`src/rtl/dino_pkg.sv`:
```
// dino_pkg
// Shared encodings for the dinosaur game: game-state codes driven on the
// sequencer's state output, obstacle codes for the next Map1 content,
// seven-segment glyphs used by the display datapath, and a helper that keeps
// obstacle codes within the legal 0..2 range.
// No ports (package).

package dino_pkg;

    typedef logic [2:0] state_t;

    // Game-state codes as seen by the display datapath
    localparam state_t RST_S = 3'd0;
    localparam state_t RUN   = 3'd1;
    localparam state_t PAUSE = 3'd2;
    localparam state_t WIN   = 3'd3;
    localparam state_t LOSE  = 3'd4;

    // Obstacle codes for the next Map1 cell
    localparam logic [1:0] OBS_BARRIER = 2'd0;
    localparam logic [1:0] OBS_GROUND  = 2'd1;
    localparam logic [1:0] OBS_BIRD    = 2'd2;

    // Seven-segment glyphs, active-high, bit order {g,f,e,d,c,b,a}
    localparam logic [6:0] SEG_BLANK   = 7'b000_0000;
    localparam logic [6:0] SEG_GROUND  = 7'b000_1000;
    localparam logic [6:0] SEG_BARRIER = 7'b011_0000;
    localparam logic [6:0] SEG_BIRD    = 7'b010_0011;
    localparam logic [6:0] SEG_DINO    = 7'b101_1100;
    localparam logic [6:0] SEG_P       = 7'b111_0011;
    localparam logic [6:0] SEG_W       = 7'b011_1110;
    localparam logic [6:0] SEG_L       = 7'b011_1000;

    // Code 3 has no obstacle meaning; it is shown as plain ground
    function automatic logic [1:0] fold_obst(input logic [1:0] raw);
        return (raw == 2'd3) ? OBS_GROUND : raw;
    endfunction

endpackage

```
`src/rtl/dino_obst_gen.sv`:
```
// dino_obst_gen
// Candidate generator for the next Map1 obstacle. The sequencer registers the
// candidate onto its obst_sel output at each map shift.
// Configuration macro: DINO_LFSR_EN
//   defined   : 8-bit Fibonacci LFSR (taps 8,6,5,4, seed 8'hA5), stepped on
//               every cycle where adv=1; candidate is lfsr[1:0] with 3 -> ground.
//   undefined : mod-3 counter 0,1,2,0,... stepped on every cycle where adv=1.
// Ports:
//   clk      in  1  system clock
//   Reset    in  1  synchronous active-low reset
//   adv      in  1  advance the generator this cycle
//   obst_sel out 2  current candidate obstacle code (0..2)

module dino_obst_gen
    import dino_pkg::*;
(
    input  logic       clk,
    input  logic       Reset,
    input  logic       adv,
    output logic [1:0] obst_sel
);

`ifdef DINO_LFSR_EN
    logic [7:0] lfsr;

    // Shift left, feeding back x^8+x^6+x^5+x^4 into bit 0
    always_ff @(posedge clk) begin
        if (!Reset) begin
            lfsr <= 8'hA5;
        end else if (adv) begin
            lfsr <= {lfsr[6:0], lfsr[7] ^ lfsr[5] ^ lfsr[4] ^ lfsr[3]};
        end
    end

    assign obst_sel = fold_obst(lfsr[1:0]);
`else
    logic [1:0] cnt;

    always_ff @(posedge clk) begin
        if (!Reset) begin
            cnt <= OBS_BARRIER;
        end else if (adv) begin
            cnt <= (cnt == OBS_BIRD) ? OBS_BARRIER : cnt + 2'd1;
        end
    end

    assign obst_sel = cnt;
`endif

endmodule

```
`src/rtl/dino_game_sequencer.sv`:
```
// dino_game_sequencer
// Single-clock scheduler for the dinosaur game. A prescaler produces the map
// scroll pulse, a step counter fills the level thermometer, qualified hits
// drain the lives thermometer, and a small FSM tracks RUN/PAUSE/WIN/LOSE.
// Configuration macro: DINO_LFSR_EN selects the LFSR obstacle source in
// dino_obst_gen (undefined: mod-3 rotation).
// Ports:
//   clk      in  1  system clock, the only clock
//   Reset    in  1  synchronous active-low reset
//   Stop     in  1  pause request (level)
//   Hard     in  1  difficulty: 1 selects TICK_HARD period
//   hit      in  1  collision flag, only meaningful while shift_en=1
//   shift_en out 1  one-cycle map shift pulse
//   obst_sel out 2  next Map1 content, valid with shift_en
//   level    out 3  progress thermometer 000/100/110/111
//   lives    out 2  remaining-lives thermometer 11/01/00
//   state    out 3  game-state code (dino_pkg)
//   win      out 1  sticky win flag
//   lose     out 1  sticky lose flag

module dino_game_sequencer
    import dino_pkg::*;
#(
    parameter int TICK_EASY       = 12_500_000,
    parameter int TICK_HARD       = 6_250_000,
    parameter int STEPS_PER_LEVEL = 10,
    parameter int LIVES           = 2
) (
    input  logic       clk,
    input  logic       Reset,
    input  logic       Stop,
    input  logic       Hard,
    input  logic       hit,
    output logic       shift_en,
    output logic [1:0] obst_sel,
    output logic [2:0] level,
    output logic [1:0] lives,
    output logic [2:0] state,
    output logic       win,
    output logic       lose
);

    localparam int PW = $clog2(TICK_EASY + 1);
    localparam int SW = (STEPS_PER_LEVEL > 1) ? $clog2(STEPS_PER_LEVEL) : 1;

    localparam logic [PW-1:0] LAST_EASY  = PW'(TICK_EASY - 1);
    localparam logic [PW-1:0] LAST_HARD  = PW'(TICK_HARD - 1);
    localparam logic [SW-1:0] STEP_LAST  = SW'(STEPS_PER_LEVEL - 1);
    localparam logic [1:0]    LIVES_INIT = (LIVES >= 2) ? 2'b11 : 2'b01;

    logic [PW-1:0] presc;
    logic [PW-1:0] tick_last;
    logic [SW-1:0] step;
    logic          running;
    logic          wrap;
    logic          gen_adv;
    logic [1:0]    obst_next;
    logic [2:0]    level_next;
    logic [1:0]    lives_next;
    logic          step_wrap;
    logic          final_hit;
    logic          final_level;
    state_t        next_state;

    assign running = (state == RUN);
    assign wrap    = running && (presc == tick_last);

    // The LFSR free-runs through RUN so obstacle choice depends on elapsed
    // time; the counter variant only moves when a shift is issued.
`ifdef DINO_LFSR_EN
    assign gen_adv = running;
`else
    assign gen_adv = wrap;
`endif

    dino_obst_gen u_obst_gen (
        .clk      (clk),
        .Reset    (Reset),
        .adv      (gen_adv),
        .obst_sel (obst_next)
    );

    // Consequences of the shift being processed this cycle. A hit clears the
    // most significant set bit of lives; a level step fills from the MSB.
    always_comb begin
        level_next  = {1'b1, level[2:1]};
        lives_next  = lives[1] ? {1'b0, lives[0]} : 2'b00;
        step_wrap   = (step == STEP_LAST);
        final_hit   = shift_en && hit && (lives_next == 2'b00);
        final_level = shift_en && step_wrap && (level_next == 3'b111);
    end

    // Game FSM. A losing hit outranks a simultaneous winning step, and both
    // outrank the pause request so an end condition is never missed.
    always_comb begin
        next_state = state;
        case (state)
            RST_S:   next_state = RUN;
            RUN:     next_state = Stop ? PAUSE : RUN;
            PAUSE:   next_state = Stop ? PAUSE : RUN;
            WIN:     next_state = WIN;
            LOSE:    next_state = LOSE;
            default: next_state = RST_S;
        endcase
        if (state == RUN || state == PAUSE) begin
            if (final_hit) begin
                next_state = LOSE;
            end else if (final_level) begin
                next_state = WIN;
            end
        end
    end

    // Prescaler, step/level/lives bookkeeping and output registers. The tick
    // length is latched only at a wrap so a Hard change never truncates or
    // stretches the period already in progress.
    always_ff @(posedge clk) begin
        if (!Reset) begin
            state     <= RST_S;
            presc     <= '0;
            tick_last <= Hard ? LAST_HARD : LAST_EASY;
            step      <= '0;
            shift_en  <= 1'b0;
            obst_sel  <= OBS_GROUND;
            level     <= 3'b000;
            lives     <= LIVES_INIT;
            win       <= 1'b0;
            lose      <= 1'b0;
        end else begin
            state    <= next_state;
            shift_en <= wrap;

            if (state == RST_S) begin
                tick_last <= Hard ? LAST_HARD : LAST_EASY;
            end

            if (running) begin
                if (wrap) begin
                    presc     <= '0;
                    tick_last <= Hard ? LAST_HARD : LAST_EASY;
                end else begin
                    presc <= presc + PW'(1);
                end
            end

            if (wrap) begin
                obst_sel <= obst_next;
            end

            if (shift_en) begin
                if (step_wrap) begin
                    step  <= '0;
                    level <= level_next;
                end else begin
                    step <= step + SW'(1);
                end
                if (hit) begin
                    lives <= lives_next;
                end
            end

            if (next_state == WIN) begin
                win <= 1'b1;
            end
            if (next_state == LOSE) begin
                lose <= 1'b1;
            end
        end
    end

endmodule

```
`config.mk`:
```
export PLATFORM = sky130hd
export DESIGN_NAME = dino_game_sequencer
export DESIGN_NICKNAME = d
export VERILOG_FILES = /design/src/rtl/dino_pkg.sv /design/src/rtl/dino_obst_gen.sv /design/src/rtl/dino_game_sequencer.sv
export SDC_FILE = /design/constraint.sdc
export NUM_CORES = 1
export LEC_CHECK = 0
export CAP_MARGIN = 30
export CORE_MARGIN = 2
export CORE_UTILIZATION = 40
export DETAILED_ROUTE_END_ITERATION = 6
export HOLD_SLACK_MARGIN = 0.1
export PLACE_DENSITY = 0.66
export RECOVER_POWER = 100
export SYNTH_ARGS = -nofsm -noshare
export SYNTH_HDL_FRONTEND = slang
export SYNTH_SLANG_ARGS = --single-unit
```
`constraint.sdc`:
```
create_clock -name clk -period 2.95 [get_ports clk]
set_clock_uncertainty 0.1 [all_clocks]
set_input_delay 0.59 -clock clk [delete_from_list [all_inputs] [get_ports clk]]
set_output_delay 0.59 -clock clk [all_outputs]
set_load 0.05 [all_outputs]
```
### Yosys cells after proc, flatten, opt, wreduce, memory -nomap -nowiden

Cells that the tools add are included.

| operators by class | value |
|---|---|
| $add $sub $neg | 3 |
| bitwise gates (word level) | 0 |
| reduce and logical (&&, ||, !) cells | 11 |
| $mul | 0 |
| div/mod/pow operators | 0 |
| multiplexer cells | 14 |
| shift operators | 0 |
| $lt $le $gt $ge | 0 |
| equality and inequality tests | 10 |

Operators by type and width:

| kind | count |
|---|---|
| $mux 24 | 6 |
| $add 24x1->24 const B | 1 |
| $eq 24x24->1 | 1 |
| $pmux 3 s4 | 1 |
| $eq 3x2->1 const B | 3 |
| $mux 3 | 3 |
| $eq 3x3->1 const B | 2 |
| $logic_and 1x1->1 | 5 |
| $add 4x1->4 const B | 1 |
| $eq 2x2->1 const B | 2 |
| $eq 4x4->1 const B | 1 |
| $mux 2 | 2 |
| $mux 4 | 1 |
| $reduce_and 2->1 | 2 |
| $eq 3x1->1 const B | 1 |
| $logic_not 3->1 | 1 |
| $add 2x1->2 const B | 1 |
| $logic_not 2->1 | 1 |
| $reduce_or 2->1 | 1 |
| $logic_or 1x1->1 | 1 |
| $mux 1 | 1 |

| word-level totals | value |
|---|---|
| ROM bits | 0 |
| bits in writable memories | 0 |
| memories kept | 0 |
| bits in latches | 0 |
| register bits | 67 |
| output and inout bits | 13 |

### Longest topological paths before layout

| depth | value |
|---|---|
| word-level depth | 7 |
| gate-level depth with buffers | 7 |
| gate-level depth less buffers | 6 |

### By module

Synthesis repeated with hierarchy kept, for this count alone.

| second synthesis, totals | value |
|---|---|
| cells, all modules | 316 |
| area, all modules | 2,951.6 um^2 |

Modules (own cells, without submodules):

| module | area an instance (um^2) | times used | cells each |
|---|---|---|---|
| dino_game_sequencer | 2,865.2 | 1 | 308 |
| dino_obst_gen | 86.3 | 1 | 8 |

### Least setup slack after synthesis

OpenSTA, ideal clock, no wires.

| timing path | value |
|---|---|
| path type | register to register |
| start point | register state[0] |
| end point | register tick_last[14] |
| setup time | 0.121 ns |
| data arrival time | 2.471 ns |
| period minus slack after synthesis | 2.691 ns |
| path slack | 0.259 ns |
| cell stages (with the launch flop) | 6 |
| path buffers | 0 |
| cells stage by stage | dfxtp_1 -> nor3b_2 -> nand4b_1 -> or4_4 -> o211ai_4 -> mux2_2 |

| on the way | value |
|---|---|
| cells in the longest elaborated chain, start to end | 5 |

RTL lines:

| what | line | text |
|---|---|---|
| start: declaration | dino_game_sequencer.sv:38 | `output logic [2:0] state,` |
| start signal: assignment | dino_game_sequencer.sv:130 | `state <= next_state;` |
| $logic_not 3->1 / $eq 3x1->1 (equally long branches) | dino_game_sequencer.sv:133, dino_game_sequencer.sv:65 |  |
| $mux 24 / $logic_and 1x1->1 (equally long branches) | dino_game_sequencer.sv:133, dino_game_sequencer.sv:66 |  |
| $mux 24 | dino_game_sequencer.sv:138 | `if (wrap) begin` |
| $mux 24 (*) | dino_game_sequencer.sv:137 | `if (running) begin` |
| $mux 24 (*) | dino_game_sequencer.sv:118 | `if (!Reset) begin` |
| end signal: assignment | dino_game_sequencer.sv:121 | `tick_last <= Hard ? LAST_HARD : LAST_EASY;` |
| end signal: assignment | dino_game_sequencer.sv:134 | `tick_last <= Hard ? LAST_HARD : LAST_EASY;` |
| end signal: assignment | dino_game_sequencer.sv:140 | `tick_last <= Hard ? LAST_HARD : LAST_EASY;` |
| end: declaration | dino_game_sequencer.sv:52 | `logic [PW-1:0] tick_last;` |

Every way passes the cells marked *; elsewhere a longest branch is shown, timed or not.
A chain may end at the register's enable or synchronous reset.

### Final worst setup path

| timing path | value |
|---|---|
| start point | register presc[4] |
| end point | register presc[20] |

| on the way | value |
|---|---|
| cells in the longest elaborated chain, start to end | 3 |

RTL lines:

| what | line | text |
|---|---|---|
| start: declaration | dino_game_sequencer.sv:51 | `logic [PW-1:0] presc;` |
| start signal: assignment | dino_game_sequencer.sv:142 | `presc <= presc + PW'(1);` |
| parallel branches: the longest is 2 deep, another holds $add 24x1->24 | -- |  |
| $mux 24 (*) | dino_game_sequencer.sv:138 |  |

Mark *: on every way between the ends.

==> impl_metrics.json <==
{
  "viasPerCell": 4.88,
  "drt-initial-drc-count": 110,
  "cts_tree": "done",
  "io_pins": 18,
  "status": "completed",
  "peakVddDrop_mv": 0.349,
  "stdcell_count": 441,
  "grt_usage_pct": 16.0,
  "layout-drive-gt1-share_pct": 10.5,
  "cts_buffer_depth": 2,
  "place.gp.congestion": 0.872,
  "mostFrequentLayoutCells": "dfxtp_1, nor2_1, xor2_1, xnor2_1, nand2_1",
  "start_util_pct": 40.8,
  "dp_cells": 426,
  "cts_buffers": 9,
  "clkLatencyLatePin_ps": 340,
  "syn-num-nets": 322,
  "post_cts_buffers": 0,
  "power_mw": 1.71,
  "portBuffers": 17,
  "final_area_sq_um": 3340,
  "syn_area_sq_um": 2910,
  "worst_pin_slew_ps": 631,
  "worstPathRequired_ps": 3050,
  "r2r_slack_ps": 200,
  "fp.coreArea_sq_um": 7140,
  "fmax_ghz": 0.364,
  "synth_fa_ha_area_share_pct": 0.774,
  "grt_max_degree": 14,
  "synth_seq_cells": 67,
  "die_x_um": 89.3,
  "synthSimpleGateAreaFrac_pct": 25.3,
  "ant_nets": 0,
  "num_antenna_cells": 0,
  "cts_resized": 0,
  "synthMuxAreaShare_pct": 4.98,
  "fin_util_pct": 46.8,
  "final_common_cell": "dfxtp_1",
  "first_global_vias": 2027,
  "routedWlPerCell_um": 13.0,
  "worstSetupPathType": "flip-flop to flip-flop",
  "grt_antenna_before_repair": 0,
  "synth_top_family_by_area": "simple AND/OR/NAND/NOR gates",
  "cts_num_sinks": 67,
  "vias": 2152,
  "ys_async_sr_fraction_pct": 0,
  "setup_slack_ps": 202,
  "worstHoldPathType": "flip-flop to flip-flop",
  "ctsHoldBuffers": 0,
  "p_per_area_nw_per_um2": 512,
  "nets": 344,
  "rsz0062_at_grt": "false",
  "first_pass_iters": 4,
  "fin_crit_sh_pct": 93.1,
  "hpwlAfterDp_um": 4160,
  "finalHoldViolations": 0,
  "maxCapViolCount": 0,
  "drc": 0,
  "cp-start-kind": "flip-flop",
  "gr-total-overflow": 0,
  "max_stage_delay_ps": 570,
  "yosysSeqAreaShare_pct": 46.1,
  "drt_wl_total_um": 5720,
  "post-place-ws_ps": 260,
  "placed_area_sq_um": 3190,
  "setup_violations": 0,
  "synth-main-ff-cell": "dfxtp_1",
  "clk_pin_slew_worst_paths_ps": 70,
  "p_leak_nw": 1.27,
  "synth_cells": 316,
  "finalCriticalPeriod_ps": 2750,
  "clock_tree.root_cell": "clkbuf_8",
  "slew_headroom_pct": 57.6,
  "synth-xor-area-share_pct": 14.7,
  "crit_chain": "xor2_1, or4b_1, or4_4, o21ai_0, clkbuf_1, nor2_1",
  "end_kind": "flip-flop",
  "tns_ps": 0,
  "grt_pass1_wl_um": 9610,
  "crit_path_max_fanout": 11,
  "synth.distinct_cells": 47,
  "slowest_stage": "or4_4",
  "fp.dieArea_sq_um": 7980,
  "ys.warnings.count": 0,
  "die-height_um": 89.3,
  "finalHoldWorstSlack_ps": 344,
  "postSynthAreaPerCell_sq_um": 9.21,
  "worstPathArrival_ps": 2850,
  "timing.final.max_slew_violations": 0,
  "ctsHtreeMaxLevel": 3,
  "rows": 31,
  "synth_compound_area_share_pct": 3.95,
  "area_growth_pct": 14.8,
  "synth_edf_count": 0
}
==> report_power, final <==
| group | internal (mW) | switching [mW] | leakage (nW) |
|---|---|---|---|
| clock | 0.322 | 0.342 | 0.0774 |
| combinational | 0.0440 | 0.0627 | 0.644 |
| sequential | 0.923 | 0.0174 | 0.544 |
==> path summary, 6_finish.rpt <==
path                 from            to  cells past startpoint
max              presc[4]     presc[20]                      6
min          tick_last[8]  tick_last[8]                      2
max reg2reg      presc[4]     presc[20]                      6
min reg2reg  tick_last[8]  tick_last[8]                      2
==> registers in the layout (all words and copies together) (netlist names) <==
register             cells
presc                   24
tick_last               24
step                     4
level                    3
state                    3
lives                    2
obst_sel                 2
u_obst_gen.obst_sel      2
lose                     1
shift_en                 1
win                      1
==> Yosys cell counts (all sizes together), types with 4 or more instances <==
master | number | area, sq um
nand4 | 7 | 43.8
xor2 | 25 | 219
nor3 | 10 | 50.1
nor4 | 9 | 56.3
dfxtp | 67 | 1340
mux2i | 10 | 100
xnor2 | 24 | 210
nand2 | 24 | 90.1
clkbuf | 6 | 23.8
buf | 6 | 41.3
nor2 | 42 | 158
nand3 | 9 | 45.0
inv | 15 | 56.3
mux2 | 4 | 45.0
or2 | 13 | 81.3
and3 | 7 | 43.8
==> logic make-up after synthesis <==
kind of cell,count (synthesis)
flops,67
xor+xnor,49
fa+ha+maj,2
mux,14
simple gates,142
buf+inv,27
compound gates,15
==> per-layer routing <==
layer	share of wire (%)	track usage, %
met1	49	20.9
met2	45	24.7
met3	4.3	4.80
met4	1.8	6.51
met5	0	0
==> layout make-up <==
type                    instances  area [sq um]
fillers                       727          3790
well taps                      99           124
clock buffers                  11           141
inverters                      15          56.3
flip-flops and latches         67          1340
multi-input cells             222          1450
repair buffers                 23           204
clock inverters                 4          27.5
==> critical path: cells and delay by family, from the launching register on <==
family	cells	cell delay (ps)
DFF	1	360
xor gates and xnor gates	1	190
AOI/OAI and AO/OA	1	270
buffers and inverters	1	460
and+or+nand+nor	3	1220
No activity file was read; power rests on OpenSTA's default activity.
